--- src/rtl/fp_mul_seq.sv ---
// fp_mul_seq: sequential parametrised floating-point multiplier (shift-add significand, RNE rounding).
// Define FPMUL_FLAGS_EN to add the registered {invalid, overflow, underflow, inexact} flags port.
module fp_mul_seq #(
  parameter int EXP_W = 8,
  parameter int MAN_W = 23
) (
  input  logic                   clk,
  input  logic                   reset,
  input  logic                   in_valid,
  output logic                   in_ready,
  input  logic [EXP_W+MAN_W:0]   op_a,
  input  logic [EXP_W+MAN_W:0]   op_b,
  output logic                   out_valid,
  input  logic                   out_ready,
  output logic [EXP_W+MAN_W:0]   result
`ifdef FPMUL_FLAGS_EN
  ,
  output logic [3:0]             flags
`endif
);

  localparam int W      = 1 + EXP_W + MAN_W;
  localparam int SIG_W  = MAN_W + 1;
  localparam int PROD_W = 2 * SIG_W;
  localparam int E_W    = EXP_W + 2;
  localparam int CNT_W  = $clog2(SIG_W + 1);
  localparam logic signed [E_W-1:0] BIAS    = E_W'((1 << (EXP_W - 1)) - 1);
  localparam logic signed [E_W-1:0] EXP_MAX = E_W'((1 << EXP_W) - 1);
  localparam logic signed [E_W-1:0] EXP_MIN = '0;
  localparam logic [W-1:0] QNAN = {1'b0, {EXP_W{1'b1}}, 1'b1, {(MAN_W-1){1'b0}}};

  typedef enum logic [2:0] {IDLE, UNPACK, MUL, NORM, ROUND, DONE} state_t;

  state_t                 state_reg;
  logic [W-1:0]           opa_reg, opb_reg, result_reg;
  logic                   in_ready_reg, out_valid_reg, sign_reg;
  logic [SIG_W-1:0]       mcand_reg, mplier_reg;
  logic [PROD_W-1:0]      acc_reg;
  logic [CNT_W-1:0]       cnt_reg;
  logic signed [E_W-1:0]  exp_reg;
  logic [MAN_W-1:0]       frac_reg;
  logic                   guard_reg, sticky_reg;
`ifdef FPMUL_FLAGS_EN
  logic [3:0]             flags_reg;
`endif

  // Operand decode; exponent 0 covers both zero and flushed subnormals.
  logic [EXP_W-1:0] ea, eb;
  logic [MAN_W-1:0] fa, fb;
  logic a_zero, b_zero, a_inf, b_inf, a_nan, b_nan, sign_next;
  assign ea = opa_reg[W-2 -: EXP_W];
  assign eb = opb_reg[W-2 -: EXP_W];
  assign fa = opa_reg[MAN_W-1:0];
  assign fb = opb_reg[MAN_W-1:0];
  assign a_zero = (ea == '0);
  assign b_zero = (eb == '0);
  assign a_inf  = (ea == '1) && (fa == '0);
  assign b_inf  = (eb == '1) && (fb == '0);
  assign a_nan  = (ea == '1) && (fa != '0);
  assign b_nan  = (eb == '1) && (fb != '0);
  assign sign_next = opa_reg[W-1] ^ opb_reg[W-1];

  logic signed [E_W-1:0] e_sum;
  logic [PROD_W-2:0]     prod_n;
  assign e_sum  = $signed({2'b00, ea}) + $signed({2'b00, eb}) - BIAS;
  assign prod_n = acc_reg[PROD_W-1] ? acc_reg[PROD_W-2:0] : {acc_reg[PROD_W-3:0], 1'b0};

  logic                  round_inc, ovf, unf;
  logic [MAN_W:0]        frac_rnd;
  logic signed [E_W-1:0] exp_rnd;
  assign round_inc = guard_reg & (sticky_reg | frac_reg[0]);
  assign frac_rnd  = {1'b0, frac_reg} + {{MAN_W{1'b0}}, round_inc};
  assign exp_rnd   = exp_reg + $signed({{(E_W-1){1'b0}}, frac_rnd[MAN_W]});
  assign ovf       = (exp_rnd >= EXP_MAX);
  assign unf       = (exp_rnd <= EXP_MIN);

  always_ff @(posedge clk) begin
    if (reset) begin
      state_reg     <= IDLE;
      in_ready_reg  <= 1'b1;
      out_valid_reg <= 1'b0;
      result_reg    <= '0;
      opa_reg       <= '0;
      opb_reg       <= '0;
      sign_reg      <= 1'b0;
      mcand_reg     <= '0;
      mplier_reg    <= '0;
      acc_reg       <= '0;
      cnt_reg       <= '0;
      exp_reg       <= '0;
      frac_reg      <= '0;
      guard_reg     <= 1'b0;
      sticky_reg    <= 1'b0;
`ifdef FPMUL_FLAGS_EN
      flags_reg     <= '0;
`endif
    end else begin
      case (state_reg)
        IDLE: if (in_valid) begin
          opa_reg      <= op_a;
          opb_reg      <= op_b;
          in_ready_reg <= 1'b0;
          state_reg    <= UNPACK;
        end
        UNPACK: begin
          sign_reg <= sign_next;
          if (a_nan || b_nan || (a_inf && b_zero) || (b_inf && a_zero)) begin
            result_reg    <= QNAN;
`ifdef FPMUL_FLAGS_EN
            flags_reg     <= 4'b1000;
`endif
            out_valid_reg <= 1'b1;
            state_reg     <= DONE;
          end else if (a_inf || b_inf || a_zero || b_zero) begin
            result_reg    <= (a_inf || b_inf) ? {sign_next, {EXP_W{1'b1}}, {MAN_W{1'b0}}}
                                              : {sign_next, {(W-1){1'b0}}};
`ifdef FPMUL_FLAGS_EN
            flags_reg     <= 4'b0000;
`endif
            out_valid_reg <= 1'b1;
            state_reg     <= DONE;
          end else begin
            mcand_reg  <= {1'b1, fa};
            mplier_reg <= {1'b1, fb};
            acc_reg    <= '0;
            cnt_reg    <= '0;
            state_reg  <= MUL;
          end
        end
        MUL: begin
          if (mplier_reg[cnt_reg])
            acc_reg <= acc_reg + ({{SIG_W{1'b0}}, mcand_reg} << cnt_reg);
          if (cnt_reg == CNT_W'(MAN_W)) state_reg <= NORM;
          else                          cnt_reg   <= cnt_reg + 1'b1;
        end
        NORM: begin
          exp_reg    <= e_sum + $signed({{(E_W-1){1'b0}}, acc_reg[PROD_W-1]});
          frac_reg   <= prod_n[PROD_W-2 -: MAN_W];
          guard_reg  <= prod_n[PROD_W-2-MAN_W];
          sticky_reg <= |prod_n[PROD_W-3-MAN_W:0];
          state_reg  <= ROUND;
        end
        ROUND: begin
          if (ovf)      result_reg <= {sign_reg, {EXP_W{1'b1}}, {MAN_W{1'b0}}};
          else if (unf) result_reg <= {sign_reg, {(W-1){1'b0}}};
          else          result_reg <= {sign_reg, exp_rnd[EXP_W-1:0], frac_rnd[MAN_W-1:0]};
`ifdef FPMUL_FLAGS_EN
          flags_reg     <= {1'b0, ovf, unf, guard_reg | sticky_reg | ovf | unf};
`endif
          out_valid_reg <= 1'b1;
          state_reg     <= DONE;
        end
        DONE: if (out_ready) begin
          out_valid_reg <= 1'b0;
          in_ready_reg  <= 1'b1;
          state_reg     <= IDLE;
        end
        default: state_reg <= IDLE;
      endcase
    end
  end

  assign in_ready  = in_ready_reg;
  assign out_valid = out_valid_reg;
  assign result    = result_reg;
`ifdef FPMUL_FLAGS_EN
  assign flags     = flags_reg;
`endif

endmodule

--- config.mk ---
export PLATFORM = sky130hd
export DESIGN_NAME = fp_mul_seq
export DESIGN_NICKNAME = d
export VERILOG_FILES = /design/src/rtl/fp_mul_seq.sv
export SDC_FILE = /design/constraint.sdc
export NUM_CORES = 1
export LEC_CHECK = 0
export CAP_MARGIN = 20
export CORE_MARGIN = 2
export CORE_UTILIZATION = 54
export DETAILED_ROUTE_END_ITERATION = 10
export PLACE_DENSITY = 0.77
export SLEW_MARGIN = 20
export SYNTH_ARGS = -nofsm -noshare
export SYNTH_HDL_FRONTEND = slang
export SYNTH_SLANG_ARGS = --single-unit
--- constraint.sdc ---
create_clock -name clk -period 4.3 [get_ports clk]
set_input_delay 1.29 -clock clk [delete_from_list [all_inputs] [get_ports clk]]
set_output_delay 1.29 -clock clk [all_outputs]
set_load 0.005 [all_outputs]
# == Word-level counts from Yosys, hierarchy flattened ==
# Index checks and enable logic that the tools add are counted.
# word_totals
ff_bits,238
latchBits,0
ramBits,0
romBits,0
inputBits,68
out_inout_bits,34
elab_cells,109
n_memories,0
# classes
addsub,7
n_mul,0
div_mod_pow,0
magnitude_cmp,3
n_eq_ne,16
shifts,1
n_mux,30
n_bitwise,5
reduce_logical,32
# ops
cell,count
48-bit 2-to-1 mux,3
48-bit one-hot mux with 2 select lines,1
31-bit 2-to-1 mux,3
32-bit 2-to-1 mux,2
32-bit one-hot mux with 2 select lines,1
48-bit adder,1
24-bit by 5-bit left shift with 48-bit output,1
47-bit 2-to-1 mux,1
23-bit zero test,2
23-bit nonzero test,2
23-bit by 1-bit adder with 24-bit output,1
23-bit OR reduction,1
10-bit by 2-bit adder with 10-bit output,2
3-bit one-hot mux with 6 select lines,1
8-bit == test (second input constant),2
8-bit zero test,2
3-bit 2-to-1 mux,5
5-bit 2-to-1 mux,3
2-bit inequality test (second input constant),7
3-bit AND reduction,4
10-bit by 9-bit >= comparator with 1-bit output (second input constant),1
10-bit by 1-bit less-or-equal comparator with 1-bit output (second input constant),1
5-bit one-hot mux with 2 select lines,1
9-bit by 7-bit subtractor with 10-bit output (second input constant),1
23 further kinds,45

# == Depth between registers and ports, before layout ==
# Gate-level depths: netlist of the first run.
# depth
depth_word,8
ltp_mapped,23
ltp_nobuf,20

# == Worst setup path after synthesis of the first run ==
# OpenSTA, ideal clock, no wires.
# synth_timing
path_kind,register to register
from,register cnt_reg[1]
to,register acc_reg[47]
setup_time_ps,114
arrival_ps,4430
required_ps,4186
slack_ps,-244
path_stages_with_launch,19
n_path_buf,3
period_less_slack_ps,4544
path_cell_list,dfxtp_1 -> buf_1 -> buf_1 -> clkbuf_1 -> mux4_2 -> mux2i_1 -> mux2_2 -> nor2_1 -> ha_1 -> nand3_1 -> or3_1 -> a2111o_1 -> a41oi_2 -> a31oi_2 -> o21ai_2 -> nand3_1 -> a21oi_2 -> mux2i_1 -> a21o_1
# synth_via
elab_chain_cells,4
word_cells_on_any_way,8
cone_classes,add/sub (1); eq/ne (1); shift (1); mux (4); reduce/logical (1)
# synth_rtl
item,line,source
from (decl),39,logic [CNT_W-1:0] cnt_reg;
from (signal assigned),134,else cnt_reg <= cnt_reg + 1'b1;
24-bit by 5-bit left shift with 48-bit output / 1-bit binary-select mux with 5-bit select (equally long branches),"132, 131",
48-bit adder / 1-bit 2-to-1 mux (equally long branches),"132, 131",
48-bit 2-to-1 mux / 2-bit inequality test (equally long branches),-,
48-bit one-hot mux with 2 select lines / 4-bit AND reduction (equally long branches),-,
to (signal assigned),132,"acc_reg <= acc_reg + ({{SIG_W{1'b0}}, mcand_reg} << cnt_reg);"
to (decl),38,logic [PROD_W-1:0] acc_reg;
# Several ways; a longest one is shown, not always the timed one. The select of a mux whose other input is x is not followed.
# A chain may end at the register's enable or synchronous reset.

# == Worst setup path in the final report of the first run ==
# layout_timing
from,register cnt_reg[0]
to,register acc_reg[31]
# Same word-level chain as after synthesis.

==> results by group, run 1 <==
Flow run
  – Max-cap violations: 0

Clock network
  – Worst-path clk slew: 60 ps
  – Clock H-tree levels: 1
  – CTS Buf Count: 25
  – TritonCTS clock tree: built
  – Clk sink count: 237
  – Clk_lat worst skew: 520 ps
  – Root Driver: clkbuf_16
  – Cts hold-fix bufs: 0
  – Clk buf depth: 3

Synthesis
  – Post-synthesis sequential area ratio: 34.60%
  – Largest family of logic cells by synthesized area: compound AO/OA/AOI/OAI gates
  – Mapped Area: 0.01371 mm²
  – Post-Synthesis Cells: 1753
  – Compound-gate portion of the synthesized area: 21.07%
  – Synth Flop Type: dfxtp_1
  – XOR/XNOR Fraction of Synth Area: 5.301%
  – Multiplexer share of the synthesized area: 7.828%
  – Avg Inst Size Synth: 7.823 µm²
  – Post-synth ARST share: 0%
  – Post-synthesis adder-cell area fraction: 6.496%
  – Syn Nets: 1891
  – Ys Warns: 0
  – Simple-gate portion of the synthesized area: 20.77%
  – FF+latch count, synth: 237
  – Synth unique cells: 65
  – Post-synth EDFFs: 0

Setup path
  – CP Data Arrival Time: 4500 ps
  – CP cell instances: buf_4 > mux4_2 > mux2i_2 > mux2_2 > nor2_1 > ha_1 > buf_4 > a21oi_1 > a21oi_1 > or3_1 > and3_1 > o31ai_1 > nor2b_1 > o311ai_0 > xnor2_1 > o21ai_0
  – Buf/Inv on CP: 2
  – CP max-delay cell: mux4_2
  – Setup crit end kind: flop
  – CP top delay family: multiplexers
  – CP startpoint kind: flop
  – Crit path max fanout: 7
  – CP max stage delay: 550 ps
  – R2R setup slack: 180 ps
  – Critical Setup Path Class: flop to flop
  – Worst Path Required: 4680 ps
  – RR Startpoint: cnt_reg[0]
  – RR Endpoint: acc_reg[31]
  – Worst Reg-to-Reg Cells: 16

Detailed routing
  – Initial DRC count: 976
  – DRT Pass-1 Iters: 6
  – Wire per inst: 16.79 µm
  – DR vias: 12690
  – Drt via density: 5.893
  – # DRC: 0
  – Drt total wl: 36150 µm
  – Post-route ant nets: 0

Placed design
  – Post-Place Cells: 2109
  – Placer Congestion: 0.9911
  – Port Buffer Count: 101
  – Hpwl dp: 26220 µm
  – Placed Area: 0.01504 mm²
  – Place WS: -30.19 ps

Timing
  – Worst Tran Pin Value: 1008 ps
  – Slew HR: 32.53%
  – Fin Clk Skew: 9.594 ps
  – Final Setup Violations: 0
  – Final WS setup: 180.8 ps
  – Min Hold Slack: 447.3 ps
  – Final hold vios: 0
  – Period utilisation layout: 95.79%
  – Max Fclk: 0.2428 GHz
  – Setup tns final: 0 ps
  – Final min period: 4119 ps
  – Fin. max-slew vios: 0

Floorplan
  – I/O pin count: 102
  – Die height: 163.4 µm
  – Die W: 163.4 µm
  – Core Rows: 58
  – Core region area: 0.02504 mm²
  – Die footprint: 0.02668 mm²
  – Starting Density: 54.77%

Global route
  – Initial antenna violation count: 0
  – Vias in the first global route: 11860
  – Largest net degree at the start of global routing: 153
  – First-pass GRT wire length: 58750 µm
  – All-Layer GR Usage: 26.72%
  – Total grt overflow: 0

Power
  – Worst vdd ir: 0.4079 mV
  – Power Dens Cells: 388.6 mW/mm²
  – Pwr Total: 6.212 mW
  – Leak: 5.934 nW

Layout
  – Layout area overhead: 16.57%
  – # fillers: 2131
  – FF+latch area: 0.004750 mm²
  – Ant diodes: 0
  – Final #Nets: 1949
  – Multi-input gate area: 0.008577 mm²
  – Cell area after layout: 0.01599 mm²
  – Non-filler cells, final: 2153
  – Largest register FFs: 48
  – Core Util, Final: 63.85%
  – Share of cells above drive strength 1: 8.064%

Worst hold path
  – Hold path start: in_ready
  – Worst Hold End: in_ready
  – Worst Hold Class: flop to flop
  – Hold depth: 2

Run status
  – Status: finished, final reports clean
[cells by family after synthesis]
group | Yosys count
mux | 90
fa+ha+maj | 70
xor+xnor | 83
compound gates | 473
simple gates | 660
buf+inv | 140
flops | 237
[worst register-to-register path, delay by kind of cell (launching register included)]
family                     cells  cell delay [ps]
AOI/OAI and AO/OA              5              840
xor gates and xnor gates       1              170
adders and majority gates      1              300
buffers and inverters          2              360
DFF                            1              400
muxes                          3              990
and+or+nand+nor                4              940
[layer usage]
| metal | vias to the layer above | wire (µm) | GRT usage [%] |
|---|---|---|---|
| li1 | 6305 | - | - |
| met1 | 5897 | 15920 | 35.60 |
| met2 | 414 | 16940 | 44.63 |
| met3 | 72 | 2295 | 4.215 |
| met4 | 0 | 1000 | 8.005 |
| met5 | - | 0 | 0 |
[layout make-up]
type	instances	share of cell area, %
Clock inverter	7	0.5792
Tap cell	330	2.583
Multi-Input combinational cell	1376	53.66
Sequential cell	237	29.71
Clock buffer	32	4.203
Inverter	27	0.6575
Timing Repair Buffer	144	8.610
[worst max path at each step]
stage / from / end / slack, ps / cells after the start
finish: cnt_reg[0] / acc_reg[31] / 180 / 16
global route: cnt_reg[1] / acc_reg[46] / -10 / 16
CTS: cnt_reg[1] / acc_reg[46] / 40 / 17
detailed placement: cnt_reg[1] / acc_reg[46] / -30 / 16
global placement: cnt_reg[1] / acc_reg[24] / 90 / 17
floorplan: cnt_reg[0] / acc_reg[47] / 40 / 20
[Yosys cell counts (4+ instances only)]
cell,count,share of area (%)
a21oi_1,204,7.4
a22o_1,6,0.38
nor2_1,147,4.0
mux2_2,18,1.5
dfxtp_1,237,35
or3_1,7,0.32
inv_1,25,0.68
o21bai_1,11,0.60
ha_1,68,6.2
nand3_1,35,1.3
a21o_1,40,2.2
xnor2_1,55,3.5
nor2b_1,14,0.64
and3_1,14,0.64
buf_2,12,0.44
a31oi_1,10,0.46
mux2i_1,60,4.4
o22ai_1,17,0.78
nor3_1,28,1.0
xor2_1,28,1.8
a211oi_1,31,1.7
o211ai_1,4,0.22
o21ai_0,79,2.9
nand2b_1,9,0.41
nand4_1,21,0.96
o21a_1,6,0.33
nand2_1,342,9.4
nor4_1,21,0.96
a41oi_1,4,0.26
a22oi_1,34,1.9
mux4_2,12,2.0
and2_1,11,0.50
buf_1,13,0.36
clkbuf_1,88,2.4
[timing repair]
item,CTS,global route
endpoints found under the hold margin,0,0
setup buffers,0,5
pin swaps,0,6
endpoints found under the setup margin,1,41
resized for setup,1,33
[report_power, final]
group,internal [mW],switching [mW],total [mW]
logic,0.563,0.941,1.50
registers,2.42,0.223,2.64
clock network,1.21,0.856,2.07
[cells in the final DEF (no fill, tap or decap), types with 6 or more instances in the layout]
master             n
nand2_1          342
dfxtp_1          235
a21oi_1          199
nor2_1           145
clkdlybuf4s50_1  100
o21ai_0           75
ha_1              65
mux2i_1           55
xnor2_1           55
a21o_1            40
buf_4             39
nand3_1           34
a22oi_1           34
a211oi_1          31
nor3_1            28
xor2_1            28
inv_1             25
clkbuf_16         25
nand4_1           21
nor4_1            21
mux2_2            18
o22ai_1           17
nor2b_1           14
and3_1            13
mux4_2            12
and2_1            10
o21bai_1          10
nand2b_1           9
a31oi_1            8
or3_1              7
o21a_1             6
o21ai_1            6
a22o_1             6
Power figures use the tool's default switching activity.
==> run 2, diff against run 1 <==
--- a/config.mk
+++ b/config.mk
@@ -9,6 +9,7 @@
 export CORE_MARGIN = 2
 export CORE_UTILIZATION = 54
 export DETAILED_ROUTE_END_ITERATION = 10
+export MAX_ROUTING_LAYER = met4
 export PLACE_DENSITY = 0.77
 export SLEW_MARGIN = 20
 export SYNTH_ARGS = -nofsm -noshare
==> results by group, run 2 (synthesis results as in run 1) <==
Run status
  – Status: finished, final reports clean

Power
  – Sw frac: 32.46% (-0.059 points)
  – Leak: 6.030 nW (+1.6%)
  – Sequential power share: 41.7% (-0.8 points)
  – Pwr Total: 6.332 mW (+1.9%)
  – Clock power share: 34.2% (+0.9 points)
  – Worst vdd ir: 0.3328 mV (-18%)
  – Power Dens Cells: 391.8 mW/mm² (+0.81%)
  – Internal: 4.277 mW (+2.0%)
  – P_sw: 2.055 mW (+1.8%)
  – Combinational share of power: 24.0% (-0.2 points)

Timing
  – Fin. max-slew vios: 0 (unchanged)
  – Setup tns final: 0 ps (unchanged)
  – Final Setup Violations: 0 (unchanged)
  – Worst Tran Pin Value: 1020 ps (+11.53 ps)
  – Max Fclk: 0.2416 GHz (-0.47%)
  – Final hold vios: 0 (unchanged)
  – Final min period: 4138 ps (+19.25 ps)
  – Slew HR: 31.76% (-0.77 points)
  – Final WS setup: 161.6 ps (-19.25 ps)
  – RSZ-0062 raised after global routing: true
  – Fin Clk Skew: 23.79 ps (+14.20 ps)
  – Period utilisation layout: 96.24% (+0.45 points)

Flow run
  – Max-cap violations: 0 (unchanged)

Floorplan
  – Starting Density: 54.77% (unchanged)
  – I/O pin count: 102 (unchanged)
  – Core Rows: 58 (unchanged)
  – Die height: 163.4 µm (unchanged)
  – Core region area: 0.02504 mm² (unchanged)
  – Die footprint: 0.02668 mm² (unchanged)
  – Die W: 163.4 µm (unchanged)

Setup path
  – CP Data Arrival Time: 4610 ps (+110 ps)
  – Buf/Inv on CP: 1 (-1)
  – CP cell instances: clkbuf_4 > mux4_2 > mux2i_1 > mux2_2 > nor2_1 > ha_4 > nand3_1 > or3_1 > a2111o_1 > a41oi_4 > a31oi_4 > o21ai_4 > nand3_1 > a21oi_2 > mux2i_1 > a21o_1
  – Setup crit end kind: flop
  – CP top delay family: compound AO/OA/AOI/OAI gates
  – CP max stage delay: 530 ps (-20 ps)
  – CP startpoint kind: flop
  – Critical Setup Path Class: flop to flop
  – CP max-delay cell: mux4_2
  – Crit path max fanout: 8 (+1)
  – Worst Path Required: 4770 ps (+90 ps)

Clock network
  – Clk_lat worst skew: 540 ps (+20 ps)
  – TritonCTS clock tree: built
  – CTS Buf Count: 26 (+4.0%)
  – Cts hold-fix bufs: 0 (unchanged)
  – Clk buf depth: 3 (unchanged)
  – Worst-path clk slew: 60 ps (about the same)
  – Clock H-tree levels: 1 (unchanged)
  – Root Driver: clkbuf_16
  – Clk sink count: 237 (unchanged)

Layout
  – Final #Nets: 1959 (+0.51%)
  – Share of cells above drive strength 1: 8.800% (+0.74 points)
  – Most common cell after layout, fill and taps aside: nand2_1
  – Ant diodes: 0 (unchanged)
  – Commonest non-fill, non-tap cells in the layout: 342 x nand2_1, 235 x dfxtp_1, 199 x a21oi_1
  – Layout area overhead: 17.86%
  – Largest register FFs: 48 (unchanged)

Detailed routing
  – Wire per inst: 16.99 µm (+1.2%)
  – Post-route ant nets: 0 (unchanged)
  – Drt via density: 5.844 (-0.84%)
  – Drt total wl: 36880 µm (+2.0%)
  – DRT Pass-1 Iters: 6 (unchanged)
  – Initial DRC count: 902 (-7.6%)
  – # DRC: 0 (unchanged)
  – DR vias: 12690 (-0.0079%)

Worst hold path
  – Worst Hold Class: flop to flop

Global route
  – Total grt overflow: 0 (unchanged)
  – Largest net degree at the start of global routing: 130 (-15%)
  – First-pass GRT wire length: 59710 µm (+1.6%)
  – Vias in the first global route: 11960 (+0.84%)
  – All-Layer GR Usage: 28.09% (+1.4 points)
  – Initial antenna violation count: 0 (unchanged)

Placed design
  – Hpwl dp: 27060 µm (+3.2%)
  – Port Buffer Count: 101 (unchanged)
  – Place WS: -7.828 ps (+22.36 ps)
  – Placer Congestion: 0.9717 (-2.0%)
## run 2: cell count changes in the layout (fill, tap and decap cells not counted), sizes merged
cell | before | now
buf | 44 | 52
clkbuf | 32 | 39
clkinv | 2 | 8
clkinvlp | 4 | 2
bufinv | 2 | 1
## run 2: power by group through the flow
| stage | combinational (mW) | sequential, mW | clock, mW |
|---|---|---|---|
| finish | 1.52 | 2.64 | 2.17 |
| global route | 1.70 | 2.67 | 2.31 |
| CTS | 1.51 | 2.64 | 2.21 |
| detailed placement | 1.50 | 2.68 | 0 |
| global placement | 1.48 | 2.67 | 0 |
| floorplan | 1.06 | 2.59 | 0 |
## run 2: layout make-up
cell class	count	area, µm²
Clock buffer	38	757.0
Clock inverter	10	81.33
Fill cell	2206	8874
Inverter	27	105.1
Multi-Input combinational cell	1376	8601
Sequential cell	237	4750
Tap cell	330	412.9
Timing Repair Buffer	153	1456
## run 2: repair_timing
action,in CTS,in global routing
pin swaps,0,2
endpoints found under the setup margin,2,39
gates resized for setup,1,44
setup buffers,0,4
## run 2: path summary, 6_finish.rpt
check | startpoint | cells past startpoint | slack [ps] | to
max | cnt_reg[0] | 16 | 160 | acc_reg[47]
min | in_ready | 2 | 450 | in_ready
max reg2reg | cnt_reg[0] | 16 | 160 | acc_reg[47]
min reg2reg | in_ready | 2 | 450 | in_ready
## run 2: per-stage QoR
step	utilization (%)	cells	instance area, µm²	hold slack [ps]
floorplan	-	1753	13720	432.9
global placement	60.31	2119	15100	430.3
detailed placement	60.31	2119	15100	437.3
CTS	63.67	2167	15940	453.3
global route	64.56	2171	16160	471.0
finish	64.56	2171	16160	448.1
## run 2: per-layer routing
layer  GRT usage, %  routed length, µm  vias to the layer above
li1               -                  -                     6331
met1          36.20              16130                     5911
met2          46.05              17620                      370
met3          3.174               1918                       75
met4          9.332               1206                        0
met5              -                  0                        -
## run 2: worst register-to-register path: stages, from the launching register on
cell	delay (ps)
dfxtp_4	430
clkbuf_4	220
mux4_2	530
mux2i_1	180
mux2_2	210
nor2_1	70
ha_4	320
nand3_1	80
or3_1	340
a2111o_1	500
a41oi_4	310
a31oi_4	150
o21ai_4	200
nand3_1	110
a21oi_2	150
mux2i_1	190
a21o_1	90
